File: src/rtl/systolic_pe_ctrl.sv
// Job sequencer for one 4-bit systolic PE: loads weight/bias, streams K samples
// with accumulate enables, then captures the saturated accumulator as a result.
module systolic_pe_ctrl #(
    parameter int LEN_W = 8
) (
    input  logic             clk,
    input  logic             rst,
    input  logic             start,
    input  logic [3:0]       cfg_weight,
    input  logic [3:0]       cfg_bias,
    input  logic [LEN_W-1:0] cfg_len,
    input  logic             cfg_keep_weight,
    input  logic             abort,
    output logic             busy,
    input  logic [3:0]       s_data,
    input  logic             s_valid,
    output logic             s_ready,
    output logic [3:0]       pe_data,
    output logic [3:0]       pe_weight,
    output logic [3:0]       pe_bias,
    output logic             pe_weight_en,
    output logic             pe_bias_en,
    output logic             pe_acc_en,
    input  logic [7:0]       pe_acc,
    output logic [7:0]       result,
    output logic             result_sat,
    output logic             result_valid,
    input  logic             result_ready
);

    typedef enum logic [2:0] {
        S_IDLE   = 3'd0,
        S_LOAD   = 3'd1,
        S_MAC    = 3'd2,
        S_DRAIN1 = 3'd3,
        S_DRAIN2 = 3'd4,
        S_DONE   = 3'd5
    } state_t;

    localparam logic [LEN_W-1:0] LEN_ZERO = '0;
    localparam logic [LEN_W-1:0] LEN_ONE  = LEN_W'(1);

    state_t           state_q, state_d;
    logic [LEN_W-1:0] remaining_q, remaining_d;
    logic             busy_q, busy_d;
    logic             s_ready_q, s_ready_d;
    logic [3:0]       pe_data_q, pe_data_d;
    logic [3:0]       pe_weight_q, pe_weight_d;
    logic [3:0]       pe_bias_q, pe_bias_d;
    logic             pe_weight_en_q, pe_weight_en_d;
    logic             pe_bias_en_q, pe_bias_en_d;
    logic             pe_acc_en_q, pe_acc_en_d;
    logic [7:0]       result_q, result_d;
    logic             result_sat_q, result_sat_d;
    logic             result_valid_q, result_valid_d;
    logic             mac_hs_s;

    function automatic logic is_sat(input logic [7:0] v);
        return (v == 8'h7F) || (v == 8'h80);
    endfunction

    assign mac_hs_s = s_valid & s_ready_q;

    // Next-state and next-output logic; abort overrides everything outside IDLE
    always_comb begin
        state_d        = state_q;
        remaining_d    = remaining_q;
        pe_data_d      = pe_data_q;
        pe_weight_d    = pe_weight_q;
        pe_bias_d      = pe_bias_q;
        pe_weight_en_d = 1'b0;
        pe_bias_en_d   = 1'b0;
        pe_acc_en_d    = 1'b0;
        s_ready_d      = 1'b0;
        result_d       = result_q;
        result_sat_d   = result_sat_q;
        result_valid_d = 1'b0;

        if (abort && (state_q != S_IDLE)) begin
            state_d = S_IDLE;
        end else begin
            case (state_q)
                S_IDLE: begin
                    if (start) begin
                        state_d        = S_LOAD;
                        remaining_d    = cfg_len;
                        pe_weight_d    = cfg_weight;
                        pe_bias_d      = cfg_bias;
                        pe_weight_en_d = ~cfg_keep_weight;
                        pe_bias_en_d   = 1'b1;
                    end else begin
                        state_d = S_IDLE;
                    end
                end
                S_LOAD: begin
                    if (remaining_q != LEN_ZERO) begin
                        state_d   = S_MAC;
                        s_ready_d = 1'b1;
                    end else begin
                        state_d = S_DRAIN1;
                    end
                end
                S_MAC: begin
                    if (mac_hs_s) begin
                        pe_data_d   = s_data;
                        pe_acc_en_d = 1'b1;
                        remaining_d = remaining_q - LEN_ONE;
                        if (remaining_q == LEN_ONE) begin
                            state_d = S_DRAIN1;
                        end else begin
                            s_ready_d = 1'b1;
                        end
                    end else begin
                        s_ready_d = (remaining_q != LEN_ZERO);
                    end
                end
                S_DRAIN1: begin
                    state_d = S_DRAIN2;
                end
                S_DRAIN2: begin
                    // PE has finished the last MAC, so its output is final here
                    state_d        = S_DONE;
                    result_d       = pe_acc;
                    result_sat_d   = is_sat(pe_acc);
                    result_valid_d = 1'b1;
                end
                S_DONE: begin
                    if (result_ready) begin
                        state_d = S_IDLE;
                    end else begin
                        result_valid_d = 1'b1;
                    end
                end
                default: begin
                    state_d = S_IDLE;
                end
            endcase
        end

        busy_d = (state_d != S_IDLE);
    end

    // State and registered outputs with synchronous reset
    always_ff @(posedge clk) begin
        if (rst) begin
            state_q        <= S_IDLE;
            remaining_q    <= LEN_ZERO;
            busy_q         <= 1'b0;
            s_ready_q      <= 1'b0;
            pe_data_q      <= 4'h0;
            pe_weight_q    <= 4'h0;
            pe_bias_q      <= 4'h0;
            pe_weight_en_q <= 1'b0;
            pe_bias_en_q   <= 1'b0;
            pe_acc_en_q    <= 1'b0;
            result_q       <= 8'h00;
            result_sat_q   <= 1'b0;
            result_valid_q <= 1'b0;
        end else begin
            state_q        <= state_d;
            remaining_q    <= remaining_d;
            busy_q         <= busy_d;
            s_ready_q      <= s_ready_d;
            pe_data_q      <= pe_data_d;
            pe_weight_q    <= pe_weight_d;
            pe_bias_q      <= pe_bias_d;
            pe_weight_en_q <= pe_weight_en_d;
            pe_bias_en_q   <= pe_bias_en_d;
            pe_acc_en_q    <= pe_acc_en_d;
            result_q       <= result_d;
            result_sat_q   <= result_sat_d;
            result_valid_q <= result_valid_d;
        end
    end

    assign busy         = busy_q;
    assign s_ready      = s_ready_q;
    assign pe_data      = pe_data_q;
    assign pe_weight    = pe_weight_q;
    assign pe_bias      = pe_bias_q;
    assign pe_weight_en = pe_weight_en_q;
    assign pe_bias_en   = pe_bias_en_q;
    assign pe_acc_en    = pe_acc_en_q;
    assign result       = result_q;
    assign result_sat   = result_sat_q;
    assign result_valid = result_valid_q;

endmodule

File: config.mk
export PLATFORM = sky130hd
export DESIGN_NAME = systolic_pe_ctrl
export DESIGN_NICKNAME = d
export VERILOG_FILES = /design/src/rtl/systolic_pe_ctrl.sv
export SDC_FILE = /design/constraint.sdc
export NUM_CORES = 1
export LEC_CHECK = 0
export CELL_PAD_IN_SITES_DETAIL_PLACEMENT = 0
export CELL_PAD_IN_SITES_GLOBAL_PLACEMENT = 1
export CORE_ASPECT_RATIO = 0.75
export CORE_UTILIZATION = 29
export DETAILED_ROUTE_END_ITERATION = 6
export PLACE_DENSITY_LB_ADDON = 0.1
export SLEW_MARGIN = 20
export SYNTH_ARGS = -nofsm -noshare
export SYNTH_HDL_FRONTEND = slang
export SYNTH_SLANG_ARGS = --single-unit
File: constraint.sdc
create_clock -name clk -period 1.75 [get_ports clk]
set_clock_uncertainty 0.2 [all_clocks]
set_input_delay 0.525 -clock clk [delete_from_list [all_inputs] [get_ports clk]]
set_output_delay 0.525 -clock clk [all_outputs]
set_load 0.02 [all_outputs]
; ---- Word level (Yosys, flattened, before mapping)
; Index checks and enable logic that the tools add are counted.
[classes]
n_bitwise = 6
magnitude_cmp = 0
div = 0
shifts = 0
mux = 18
reduce_logical = 15
multipliers = 0
addsub = 1
n_eq_ne = 10
[ops]
columns = operator, count
row1 = one-hot mux 3 bit (6 select lines), 1
row2 = 2-to-1 mux 8 bit, 2
row3 = one-hot mux 8 bit (2 select lines), 1
row4 = 2-to-1 mux 3 bit, 4
row5 = equality test 8 x 1 -> 1 bit (second input constant), 1
row6 = equality test 8 x 7 -> 1 bit (second input constant), 1
row7 = equality test 8 bit (second input constant), 1
row8 = 2-to-1 mux 1 bit, 8
row9 = nonzero test 8 bit, 1
row10 = subtractor 8 x 1 -> 8 bit (second input constant), 1
row11 = equality test 3 x 2 -> 1 bit (second input constant), 2
row12 = equality test 3 bit (second input constant), 2
row13 = AND reduction 3 bit, 2
row14 = nonzero test 3 bit, 2
row15 = OR reduction 3 bit, 2
row16 = inverter 1 bit, 5
row17 = != test 2 bit (second input constant), 2
row18 = one-hot mux 1 bit (2 select lines), 2
row19 = AND reduction 4 bit, 1
row20 = OR reduction 4 bit, 1
row21 = equality test 3 x 1 -> 1 bit (second input constant), 1
row22 = zero test 3 bit, 1
row23 = AND reduction 2 bit, 1
row24 = nonzero test 2 bit, 1
row25 = 4 further kinds, 4
[totals]
wordCells = 63
inputBits = 35
latch_bits = 0
n_memories = 0
out_inout_bits = 27
ramBits = 0
rom_bits = 0
regBits = 38

; ---- Depth between registers and ports, before layout
[depth]
ltp_word = 6
depth_mapped = 7
mapped_depth_nobuf = 6

; ---- Worst setup path before layout
; Ideal clock, no wire load.
[synth_timing]
kind = in2reg
startpoint = input port abort
endpoint = register remaining_q[0]
required_time_ns = 1.418
arrival_time_ns = 1.433
stages = 5
setup_time_ns = 0.132
path_buffers = 1
setup_slack_ns = -0.014
cell_sequence = nand4b_1 -> a211o_1 -> buf_2 -> a211oi_1 -> nor3_1
[synth_between]
elab_chain_len = 3
[synth_rtl]
columns = element, line
row1 = "start, declared", 13  ; input logic abort,
row2 = logical AND 1 bit, 79  ; if (abort && (state_q != S_IDLE)) begin
row3 = inverter 1 bit (no line), -
row4 = AND reduction 4 bit (no line), -
row5 = "end signal, assigned", 161  ; remaining_q <= remaining_d;
row6 = "end, declared", 44  ; logic [LEN_W-1:0] remaining_q, remaining_d;
; No other way between the ends.
; A chain may end at the register's enable or synchronous reset.

; ---- Worst setup path after layout
[layout_timing]
startpoint = register state_q[1]
endpoint = register remaining_q[3]
[layout_between]
elab_chain_len = 4
[layout_rtl]
columns = element, line
row1 = "start, declared", 43  ; state_t state_q, state_d;
row2 = "start signal, assigned", 160  ; state_q <= state_d;
row3 = "parallel branches: the longest is 4 deep, another holds AND reduction 4 bit", -
; Several ways; the timed one is not identified.

==> results_dict.tcl <==
set metrics [dict create \
    status "complete, no violations" \
    ant_nets 0 \
    ys.flop_type "dfxtp_1" \
    path_delay_family "compound AO/OA/AOI/OAI gates" \
    max_freq_mhz 580 \
    cts_root_buf "clkbuf_8" \
    clock_sinks 38 \
    drt-vias-per-instance 4.70 \
    synthesis.area_um2 1790 \
    first_iter_violations 84 \
    grt_max_degree 17 \
    drt-met1-wl_mm 2.45 \
    cpPeakStageDelay_ps 380 \
    synth_cell_types 44 \
    irDropWorstVdd_uv 296 \
    wl_met3_um 266 \
    pre_cts_slack_ps -569 \
    netlist_instances 217 \
    htreeDepth 2 \
    finalCriticalPeriod_ps 1720 \
    layout-drive-gt1-share_pct 20.3 \
    wirelength_mm 4.85 \
    die_h_um 70.1 \
    vias 1801 \
    worstPathArrival_ps 1700 \
    synth-seq-cells 38 \
    syn_area_per_cell_um2 8.25 \
    syn_nets 255 \
    grt_setup_unrepaired "true" \
    antenna_found_initial 0 \
    synth_top_family_by_area "simple AND/OR/NAND/NOR gates" \
    clkLatencyLatePin_ps 280 \
    async_flop_share_pct 0 \
    yosys.area_share.simple_pct 29.1 \
    grt_usage_pct 15.7 \
    synth_xor_area_share_pct 0.489 \
    cp_data_required_time_ps 1720 \
    placed_cell_area_um2 2660 \
    power-per-cell-area_nw_per_um2 790 \
    die_w_um 92.7 \
    first_pass_iters 4 \
    cap_violations 0 \
    pin_count 62 \
    port_buffers 61 \
    gr-total-overflow 0 \
    period_share_pct 98.5 \
    final_common_cell "nand2_1" \
    p_leak_nw 1.17 \
    gp_congestion 0.731 \
    synth_warnings 0 \
    worstMarginPinSlew_ps 301 \
    worst_setup_path_start_kind "flip-flop" \
    clock_path_buffers 2 \
    synthMuxAreaShare_pct 2.87 \
    route.detailed.drc 0 \
    num_rows 24 \
    synthAdderAreaFrac_pct 2.10 \
    dr.max_layer_used "met4" \
    start_util_pct 30.4 \
    route.met2.wl_mm 2.09 \
    criticalPathCategory "reg2reg" \
    cpMaxStageDelayCell "a211o_4" \
    synth_compound_area_share_pct 17.7 \
    finalSetupViolCount 0 \
    dp.final_hpwl_mm 3.38 \
    cts_buffers 5 \
    cts_hold_buf 0 \
    ys_seq_area_share_pct 42.5 \
    diodes 0 \
    critPathCaptureType "flip-flop" \
    fin_util_pct 48.3 \
    clk_pin_slew_ps 70 \
    report.final.hold_viol_count 0 \
    nets 343 \
    cp_cell_sequence "buf_6 > buf_4 > nand2b_4 > a211o_4 > o21ai_0 > a21oi_1" \
    grt_pass1_vias 1750 \
    die_area_um2 6500 \
    min_path_type "reg2reg" \
    tns_ps 0 \
    grt_first_pass_wirelength_mm 8.06 \
    final_cell_mix "nand2_1, dfxtp_1, clkdlybuf4s50_1" \
    slew_violations 0 \
    slew_headroom_pct 79.6 \
    worst_slack_ps 25.5 \
    hold_slack_ps 254 \
    core_um2 5890 \
    critPathBufInv 2 \
    synth_enable_flop_cells 0 \
    fin_area_um2 2840 \
    cts_tree "yes" \
    critPathMaxFanout 9 \
    wl_per_cell_um 12.7 \
    area_growth_pct 58.6 \
]
-- routing by layer --
layer / vias to the layer above / global-route usage (%)
li1: 937 / -
met1: 814 / 21.6
met2: 46 / 24.0
met3: 4 / 3.92
met4: 0 / 5.13
met5: - / 0
-- area by class of cell --
class / count / area (um2)
Fill cell: 622 / 3050
Multi-Input combinational cell: 162 / 1010
Inverter: 4 / 15.0
Clock buffer: 6 / 82.6
Sequential cell: 38 / 764
Tap cell: 78 / 97.6
Clock inverter: 1 / 30.0
Timing Repair Buffer: 94 / 842
-- stage by stage --
step	instances	power, mW
floorplan	217	1.23
global placement	371	1.49
global route	383	2.38
detailed placement	371	1.49
CTS	383	2.26
finish	383	2.24
-- synth_stat cells, types with 4 or more instances --
cell type	instances	area, um2
nor4_1	5	31.3
mux2i_1	4	40.0
o21ai_0	9	45.0
nor3_1	9	45.0
a211oi_1	4	30.0
nand2b_1	4	25.0
clkbuf_1	6	22.5
inv_1	4	15.0
a21oi_1	26	130
nand2_1	37	139
buf_2	5	25.0
dfxtp_1	38	761
nand3_1	4	20.0
nor2_1	17	63.8
-- flip-flops by register name, indices dropped and copies added (netlist names) --
signal / cells
result_valid: 1
state_q: 3
pe_bias_en: 1
pe_weight: 4
pe_bias: 4
pe_weight_en: 1
result_sat: 1
remaining_q: 8
busy: 1
pe_acc_en: 1
result: 8
s_ready: 1
pe_data: 4
-- final timing paths --
kind,startpoint,end,slack [ps],cells after the start
max,state_q[1]$_SDFF_PP0_,remaining_q[3]$_SDFFE_PP0P_,30,6
min,result[0]$_SDFFE_PP0P_,result[0]$_SDFFE_PP0P_,250,2
max reg2reg,state_q[1]$_SDFF_PP0_,remaining_q[3]$_SDFFE_PP0P_,30,6
min reg2reg,result[0]$_SDFFE_PP0P_,result[0]$_SDFFE_PP0P_,250,2
-- report_power, final --
part | internal (mW) | switching [mW] | leakage [nW] | total (mW)
logic | 0.286 | 0.269 | 0.801 | 0.555
clock network | 0.456 | 0.290 | 0.0573 | 0.746
registers | 0.913 | 0.0293 | 0.311 | 0.942
-- kinds of logic after synthesis --
logic type      count (synthesis)
simple gates                  100
compound gates                 52
flops                          38
buf+inv                        18
mux                             5
fa+ha+maj                       3
xor+xnor                        1
-- worst register-to-register path: cells and delay by family, from the launching register on --
kind / cells / cell delay [ps]
AOI/OAI and AO/OA: 3 / 630
DFF: 1 / 320
buffers and inverters: 2 / 280
and+or+nand+nor: 1 / 180
-- timing repair --
item                                    CTS  global route
pin swaps                                 5             8
resized for setup                        40            18
buffers inserted                          4             0
endpoints found under the setup margin   41            25
cloned                                    1             0
No activity file was read; power rests on OpenSTA's default activity.
